$ cat src/rtl/freq_band_classifier.sv
// Classifies averaged period measurements into programmable bands, committing a
// new band only after CONFIRM agreeing samples, and flags loss of measurements.
module freq_band_classifier #(
  parameter int NUM_BANDS   = 4,
  parameter int CONFIRM     = 3,
  parameter int TIMEOUT_CYC = 1000000
) (
  input  logic        clk,
  input  logic        reset_n,
  input  logic [31:0] period_in,
  input  logic        period_valid,
  input  logic        cfg_we,
  input  logic [3:0]  cfg_addr,
  input  logic [31:0] cfg_lo,
  input  logic [31:0] cfg_hi,
  output logic [3:0]  band,
  output logic        band_locked,
  output logic        band_change,
  output logic        no_signal
);

  localparam logic [3:0]      NONE      = 4'hF;
  localparam int              WD_W      = $clog2(TIMEOUT_CYC + 1);
  localparam logic [WD_W-1:0] WD_MAX    = WD_W'(TIMEOUT_CYC);
  localparam logic [WD_W-1:0] WD_TRIP   = WD_W'(TIMEOUT_CYC - 1);
  localparam logic [7:0]      CONFIRM_N = 8'(CONFIRM);

  typedef enum logic [1:0] {HUNT, CONFIRMING, LOCKED} state_t;

  logic [31:0]     lo [NUM_BANDS];
  logic [31:0]     hi [NUM_BANDS];
  logic [3:0]      match;
  logic [3:0]      match_p1;
  logic            vld_p1;
  state_t          state;
  logic [3:0]      cand;
  logic [7:0]      count;
  logic [WD_W-1:0] wd;
  logic            timeout;

  // Threshold bank; all-disabled after reset (lo above hi for every band).
  always_ff @(posedge clk) begin
    if (!reset_n) begin
      for (int i = 0; i < NUM_BANDS; i++) begin
        lo[i] <= '1;
        hi[i] <= '0;
      end
    end else if (cfg_we) begin
      for (int i = 0; i < NUM_BANDS; i++) begin
        if (cfg_addr == 4'(i)) begin
          lo[i] <= cfg_lo;
          hi[i] <= cfg_hi;
        end
      end
    end
  end

  // Lowest matching index wins, so scan from the top and let lower indices override.
  always_comb begin
    match = NONE;
    for (int i = NUM_BANDS - 1; i >= 0; i--) begin
      if (period_in >= lo[i] && period_in <= hi[i]) match = 4'(i);
    end
    if (period_in == 32'd0) match = NONE;
  end

  // ---- stage 1: registered classification
  always_ff @(posedge clk) begin
    if (!reset_n) vld_p1 <= 1'b0;
    else          vld_p1 <= period_valid;
  end

  always_ff @(posedge clk) begin
    if (period_valid) match_p1 <= match;
  end

  assign timeout     = !period_valid && (wd == WD_TRIP);
  assign band_locked = (band != NONE);

  // ---- stage 2: confirmation FSM and watchdog; timeout overrides any commit
  always_ff @(posedge clk) begin
    if (!reset_n) begin
      state       <= HUNT;
      cand        <= NONE;
      count       <= 8'd0;
      band        <= NONE;
      band_change <= 1'b0;
      no_signal   <= 1'b0;
      wd          <= '0;
    end else begin
      band_change <= 1'b0;
      if (period_valid)       wd <= '0;
      else if (wd != WD_MAX)  wd <= wd + 1'b1;

      if (period_valid) no_signal <= 1'b0;
      else if (timeout) no_signal <= 1'b1;

      if (timeout) begin
        state       <= HUNT;
        count       <= 8'd0;
        band        <= NONE;
        band_change <= (band != NONE);
      end else if (vld_p1) begin
        if (match_p1 == band) begin
          state <= (band == NONE) ? HUNT : LOCKED;
          count <= 8'd0;
        end else if (state != CONFIRMING || match_p1 != cand) begin
          cand <= match_p1;
          if (CONFIRM_N == 8'd1) begin
            band        <= match_p1;
            band_change <= 1'b1;
            state       <= (match_p1 == NONE) ? HUNT : LOCKED;
            count       <= 8'd0;
          end else begin
            count <= 8'd1;
            state <= CONFIRMING;
          end
        end else if (count + 8'd1 == CONFIRM_N) begin
          band        <= cand;
          band_change <= 1'b1;
          state       <= (cand == NONE) ? HUNT : LOCKED;
          count       <= 8'd0;
        end else begin
          count <= count + 8'd1;
        end
      end
    end
  end

endmodule

$ cat config.mk
export PLATFORM = sky130hd
export DESIGN_NAME = freq_band_classifier
export DESIGN_NICKNAME = d
export VERILOG_FILES = /design/src/rtl/freq_band_classifier.sv
export SDC_FILE = /design/constraint.sdc
export NUM_CORES = 1
export LEC_CHECK = 0
export ABC_AREA = 1
export BUFFER_PORTS_ARGS = -buffer_cell sky130_fd_sc_hd__buf_2
export CAP_MARGIN = 20
export CORE_MARGIN = 10
export CORE_UTILIZATION = 33
export CTS_BUF_LIST = sky130_fd_sc_hd__clkbuf_4 sky130_fd_sc_hd__clkbuf_8 sky130_fd_sc_hd__clkbuf_16
export DETAILED_ROUTE_END_ITERATION = 12
export PLACE_DENSITY = 0.58
export SLEW_MARGIN = 20
export SYNTH_ARGS = -nofsm -noshare
export SYNTH_HDL_FRONTEND = slang
export SYNTH_SLANG_ARGS = --single-unit
$ cat constraint.sdc
create_clock -name clk -period 8.25 [get_ports clk]
set_clock_uncertainty 0.15 [all_clocks]
set_input_delay 0.825 -clock clk [delete_from_list [all_inputs] [get_ports clk]]
set_output_delay 0.825 -clock clk [all_outputs]
set_load 0.02 [all_outputs]
== After elaboration in Yosys (flattened, before gate mapping) ==
Memories as Yosys holds them, arrays and structs flattened.
Index checks and enable logic that the tools add are counted.

* Register bits: 45
* Bits in latches: 0
* Memory bits (writable): 256
* ROM bits: 0
* Input bits: 104
* Logic and storage cells: 102
* Memories kept: 2

* $add $sub $neg: 2
* Multiply operators: 0
* Div/mod/pow operators: 0
* Order comparisons: 8
* Eq/ne operators: 12
* Shift-type cells: 0
* Muxes and demuxes: 42
* Bitwise operators: 12
* Reduce and logical (&&, ||, !) cells: 15

{| class="wikitable"
|+ Memory list
! name !! words !! bits a word !! read ports !! clocked after Yosys merged registers in !! wr ports !! RTL line !! text
|-
| hi || 4 || 32 || 4 || 0 || 4 || 31 || <nowiki>logic [31:0] hi [NUM_BANDS];</nowiki>
|-
| lo || 4 || 32 || 4 || 0 || 4 || 30 || <nowiki>logic [31:0] lo [NUM_BANDS];</nowiki>
|}

{| class="wikitable"
|+ Operators by type and width
! kind !! number
|-
| 32-bit 2-to-1 mux || 8
|-
| 32-bit greater-or-equal comparator || 4
|-
| 32-bit less-or-equal comparator || 4
|-
| 32-bit logical NOT || 1
|-
| 8-bit 2-to-1 mux || 3
|-
| 1-bit 2-to-1 mux || 22
|-
| 20-bit by 1-bit adder with 20-bit output, second input constant || 1
|-
| 20-bit == test, second input constant || 1
|-
| 20-bit inequality test, second input constant || 1
|-
| 4-bit 2-to-1 mux || 4
|-
| 2-bit 2-to-1 mux || 5
|-
| 8-bit by 1-bit adder with 8-bit output, second input constant || 1
|-
| 4-bit by 2-bit == test with 1-bit output, second input constant || 2
|-
| 4-bit == test, second input constant || 2
|-
| 8-bit by 2-bit == test with 1-bit output, second input constant || 1
|-
| 1-bit bitwise OR || 8
|-
| 4-bit AND reduction || 2
|-
| 1-bit logical AND || 5
|-
| 4-bit by 1-bit == test with 1-bit output, second input constant || 1
|-
| 4-bit == test || 1
|-
| 4-bit logical NOT || 1
|-
| 4-bit inequality test || 1
|-
| 4-bit inequality test, second input constant || 1
|-
| 1-bit inverter || 4
|-
| other kinds (6) || 7
|}

== Logic depth before layout (Yosys ltp) ==
* Depth after elaboration: 7
* Depth in mapped cells: 18
* Depth with buffers taken out: 18

== Least setup slack after synthesis ==
No wires, ideal clock.

* Path type: in2reg
* From: in cfg_addr[3]
* To: mem hi[0][0] (enable)
* Library setup time: 0.424 ns
* Arrival: 2.605 ns
* Path slack: 5.072 ns
* Stages on the path: 5
* Cells stage by stage: nor2_1 -> inv_1 -> nor4_1 -> inv_1 -> nand2_1

{| class="wikitable"
|+ RTL lines
! what !! RTL line !! text
|-
| start, declared || 13 || <nowiki>input logic [3:0] cfg_addr,</nowiki>
|-
| end, declared || 31 ||
|}

==> flow_results.xml <==
<?xml version="1.0" encoding="UTF-8"?>
<metrics>
  <group name="route">
    <metric name="postRouteWirelength" unit="microns">46700</metric>
    <metric name="post-route-drc-count" unit="">0</metric>
    <metric name="wl_per_cell" unit="microns">16.4</metric>
    <metric name="detail_route.first_pass.iterations" unit="">5</metric>
    <metric name="final_antenna_net_count" unit="">0</metric>
    <metric name="route.detailed.vias_per_inst" unit="">4.68</metric>
    <metric name="drt_first_iter_violations" unit="">710</metric>
    <metric name="num_vias" unit="">13310</metric>
  </group>
  <group name="placement">
    <metric name="routabilityCongestion" unit="">0.837</metric>
    <metric name="estimated_wirelength_of_the_detail_placed_design" unit="microns">34400</metric>
    <metric name="io_buffers" unit="">110</metric>
    <metric name="dpl-instance-area" unit="sq um">19300</metric>
  </group>
  <group name="flow_run">
    <metric name="max_cap_viol_count" unit="">0</metric>
  </group>
  <group name="cells_and_area">
    <metric name="regArea" unit="sq um">8560</metric>
    <metric name="final_core_util" unit="%">38.1</metric>
    <metric name="design_area" unit="sq um">20500</metric>
    <metric name="fillerInstances" unit="">5419</metric>
    <metric name="flow.area_growth_from_synthesis" unit="%">14.3</metric>
    <metric name="multi_input_comb_area" unit="sq um">7730</metric>
    <metric name="num_antenna_cells" unit="">0</metric>
    <metric name="design.final.nets" unit="">2489</metric>
    <metric name="post_route_cells_drive_above_1_share" unit="%">9.40</metric>
  </group>
  <group name="clocking">
    <metric name="cts.repair_timing.setup_buffer_count" unit="">0</metric>
    <metric name="numClockSinks" unit="">298</metric>
    <metric name="clk_root_buffer_cell" unit="">sky130_fd_sc_hd__clkbuf_16</metric>
    <metric name="cts-htree-levels" unit="">2</metric>
    <metric name="cts_tree" unit="">built</metric>
    <metric name="numCtsBuffers" unit="">36</metric>
    <metric name="cts-resized-gates" unit="">0</metric>
    <metric name="clock_input_transition_at_the_sequential_cells_of_the_worst_setup_and_hold_paths" unit="ns">0.06</metric>
    <metric name="insertion_delay" unit="ns">0.55</metric>
    <metric name="hold_buffers" unit="">0</metric>
    <metric name="cts.path.max_buffers" unit="">3</metric>
  </group>
  <group name="synthesis">
    <metric name="synth-edff-count" unit="">259</metric>
    <metric name="yosysWarningCount" unit="">0</metric>
    <metric name="synth_top_family_by_area" unit="">adder cells</metric>
    <metric name="synth_largest_type_area_fraction" unit="%">43.4</metric>
    <metric name="synth.lib_cells_used.distinct" unit="">40</metric>
    <metric name="synth_xor_xnor_area_share" unit="%">0.440</metric>
    <metric name="synth_cells" unit="">2003</metric>
    <metric name="synth_commonest_cells" unit="">sky130_fd_sc_hd__nand2_1, sky130_fd_sc_hd__inv_1, sky130_fd_sc_hd__ha_1</metric>
    <metric name="synth.net_count" unit="">2367</metric>
    <metric name="synthAdderAreaFrac" unit="%">18.1</metric>
    <metric name="synth.top_cells.by_area" unit="">sky130_fd_sc_hd__edfxtp_1, sky130_fd_sc_hd__ha_1, sky130_fd_sc_hd__nand2_1</metric>
    <metric name="synthMuxAreaShare" unit="%">0</metric>
    <metric name="dominantRegCellSynth" unit="">sky130_fd_sc_hd__edfxtp_1</metric>
    <metric name="synth-simple-area-share" unit="%">17.5</metric>
    <metric name="syn-mean-instance-area" unit="sq um">8.95</metric>
    <metric name="synth_seq_area_share" unit="%">47.7</metric>
    <metric name="synth.largest_area_cell" unit="">sky130_fd_sc_hd__edfxtp_1</metric>
    <metric name="yosys.cell_count.top_type" unit="">sky130_fd_sc_hd__nand2_1</metric>
    <metric name="synth_seq_cells" unit="">298</metric>
    <metric name="synth_async_sr_flop_share" unit="%">0</metric>
    <metric name="mappedNetlistArea" unit="sq um">17900</metric>
    <metric name="synth-compound-area-share" unit="%">6.74</metric>
  </group>
  <group name="floorplan">
    <metric name="dieArea" unit="sq um">64100</metric>
    <metric name="die_height" unit="microns">253</metric>
    <metric name="chipWidth" unit="microns">253</metric>
    <metric name="floorplan.initialDensity" unit="%">33.3</metric>
    <metric name="number_of_top_level_design_ports" unit="">111</metric>
    <metric name="placement_rows" unit="">85</metric>
    <metric name="core-area" unit="sq um">53800</metric>
  </group>
  <group name="power">
    <metric name="netSwitchingPower" unit="uW">988</metric>
    <metric name="power_frac_clock" unit="%">42.0</metric>
    <metric name="power.density" unit="nW/um^2">188</metric>
    <metric name="power_frac_comb" unit="%">12.6</metric>
    <metric name="p_sw_share" unit="%">25.7</metric>
    <metric name="vdd_ir_drop_max" unit="mV">0.130</metric>
    <metric name="total_leakage_power" unit="nW">9.70</metric>
    <metric name="sequentialPowerShare" unit="%">45.4</metric>
    <metric name="p_int" unit="mW">2.86</metric>
  </group>
  <group name="timing">
    <metric name="final_worst_path_cycle_share" unit="%">34.8</metric>
    <metric name="timing_limited_maximum_frequency" unit="MHz">349</metric>
    <metric name="setup_tns" unit="ns">0</metric>
    <metric name="final.min_clock_period" unit="ns">2.87</metric>
    <metric name="worst_pin_slew" unit="ns">1.00</metric>
    <metric name="report.final.slew_viol_count" unit="">0</metric>
    <metric name="holdWs" unit="ns">0.304</metric>
    <metric name="setup_violations" unit="">0</metric>
    <metric name="timing.max_slew.rel_slack" unit="%">33.0</metric>
    <metric name="final_hold_violating_endpoints" unit="">0</metric>
    <metric name="rsz0062_at_grt" unit="">false</metric>
  </group>
  <group name="hold_path">
    <metric name="hold_class" unit="">flip-flop to flip-flop</metric>
  </group>
  <group name="critical_path">
    <metric name="crit_type" unit="">input port to flip-flop</metric>
    <metric name="cp.required" unit="ns">8.50</metric>
    <metric name="worst-path-max-fanout" unit="">33</metric>
    <metric name="startpoint_types" unit="">input port</metric>
    <metric name="cpMostUsedCell" unit="">sky130_fd_sc_hd__inv_1</metric>
    <metric name="timing.critical_path.cells" unit="">buf_2 &gt; inv_1 &gt; nor2_4 &gt; inv_1 &gt; buf_4 &gt; nor2_1</metric>
    <metric name="end_kind" unit="">flip-flop</metric>
    <metric name="crit_slowest_cell" unit="">sky130_fd_sc_hd__nor2_4</metric>
    <metric name="crit_path_max_incr_delay" unit="ns">0.81</metric>
    <metric name="crit_arrival" unit="ns">3.12</metric>
  </group>
  <group name="run_status">
    <metric name="status" unit="">finished clean</metric>
  </group>
  <group name="global_routing">
    <metric name="grt_use_total" unit="%">14.8</metric>
    <metric name="grt_antenna_before_repair" unit="">1</metric>
    <metric name="via_count_of_the_first_global_routing_pass" unit="">13817</metric>
    <metric name="remaining_overflow_grt" unit="">0</metric>
    <metric name="largest_net_degree_at_the_start_of_global_routing" unit="">65</metric>
    <metric name="grt_pass1_wl" unit="microns">74200</metric>
  </group>
</metrics>
## registers in the layout (all words and copies together), names as in the netlist
| name | flops |
|---|---|
| hi | 128 |
| vld_p1 | 1 |
| wd | 20 |
| cand | 3 |
| band | 3 |
| match_p1 | 3 |
| count | 8 |
| lo | 128 |
| state | 2 |
| no_signal | 1 |
| band_change | 1 |
## final cells by class
| type | instances | share of cell area [%] |
|---|---|---|
| Clock buffer | 47 | 5.00 |
| Clock inverter | 16 | 0.806 |
| Inverter | 419 | 7.67 |
| Multi-Input combinational cell | 1257 | 37.7 |
| Sequential cell | 298 | 41.8 |
| Tap cell | 696 | 4.25 |
| Timing Repair Buffer | 113 | 2.80 |
## through the flow
step,total power [mW],instances,worst slack (ns)
2_1_floorplan,2.08,2003,5.07
3_3_place_gp,2.24,2783,4.64
3_5_place_dp,2.27,2783,4.57
4_1_cts,3.89,2846,5.12
5_1_grt,4.03,2846,5.20
6_report,3.85,2846,5.38
## cell families (layout without fill, tap and decap cells)
family	after synthesis	after routing
AO/OA/AOI/OAI	227	227
XOR/XNOR	9	9
adder cells (fa/ha/maj)	260	260
buffers and inverters	448	595
flip-flops	298	298
AND/OR/NAND/NOR	761	761
## layout by cell type, fill, tap and decap left out, types with 4 or more instances in the layout
master / synthesis / routed
sky130_fd_sc_hd__nand2_1: 437 / 433
sky130_fd_sc_hd__inv_1: 414 / 412
sky130_fd_sc_hd__ha_1: 260 / 260
sky130_fd_sc_hd__edfxtp_1: 259 / 259
sky130_fd_sc_hd__nor2_1: 220 / 218
sky130_fd_sc_hd__a21oi_1: 151 / 151
sky130_fd_sc_hd__buf_2: 0 / 110
sky130_fd_sc_hd__o21ai_0: 44 / 44
sky130_fd_sc_hd__dfxtp_1: 39 / 39
sky130_fd_sc_hd__clkbuf_16: 0 / 38
sky130_fd_sc_hd__nand4_1: 25 / 25
sky130_fd_sc_hd__nand3_1: 20 / 20
sky130_fd_sc_hd__nor4_1: 17 / 17
sky130_fd_sc_hd__nor3_1: 15 / 15
sky130_fd_sc_hd__o21a_1: 15 / 15
sky130_fd_sc_hd__clkbuf_4: 0 / 8
sky130_fd_sc_hd__nor2_4: 3 / 7
sky130_fd_sc_hd__clkinv_1: 1 / 7
sky130_fd_sc_hd__inv_2: 4 / 6
sky130_fd_sc_hd__nand2_4: 1 / 5
sky130_fd_sc_hd__nand2_2: 5 / 5
sky130_fd_sc_hd__xnor2_1: 5 / 5
sky130_fd_sc_hd__clkinv_2: 0 / 5
sky130_fd_sc_hd__xor2_1: 4 / 4
sky130_fd_sc_hd__o211ai_1: 4 / 4
sky130_fd_sc_hd__o21bai_1: 4 / 4
## routing by layer
layer	global-route usage [%]	vias up	wire, microns
met2	26.9	219	23500
met1	17.9	6290	20700
met3	2.60	54	1750
met5	0	-	0
li1	-	6747	-
met4	3.36	0	783
## worst max-delay path: cells and delay by family
kind | cells | cell delay (ns)
buffers and inverters | 4 | 1.31
and+or+nand+nor | 2 | 0.95
## power by group through the flow
stage / Sequential (mW) / Clock [mW] / Combinational (mW)
final: 1.75 / 1.62 / 0.486
after global routing: 1.75 / 1.71 / 0.569
after CTS: 1.75 / 1.65 / 0.494
after detailed placement: 1.78 / 0 / 0.491
after global placement: 1.78 / 0 / 0.466
after floorplan: 1.77 / 0 / 0.311
## worst paths after layout
kind	start	endpoint	slack, ns	depth (start not counted)
max	reset_n	hi[2][30]	5.38	6
min	no_signal	no_signal	0.30	2
max reg2reg	hi[3][29]	match_p1[2]	5.71	11
min reg2reg	no_signal	no_signal	0.30	2
Note: power is estimated with default switching activity, not from simulation.
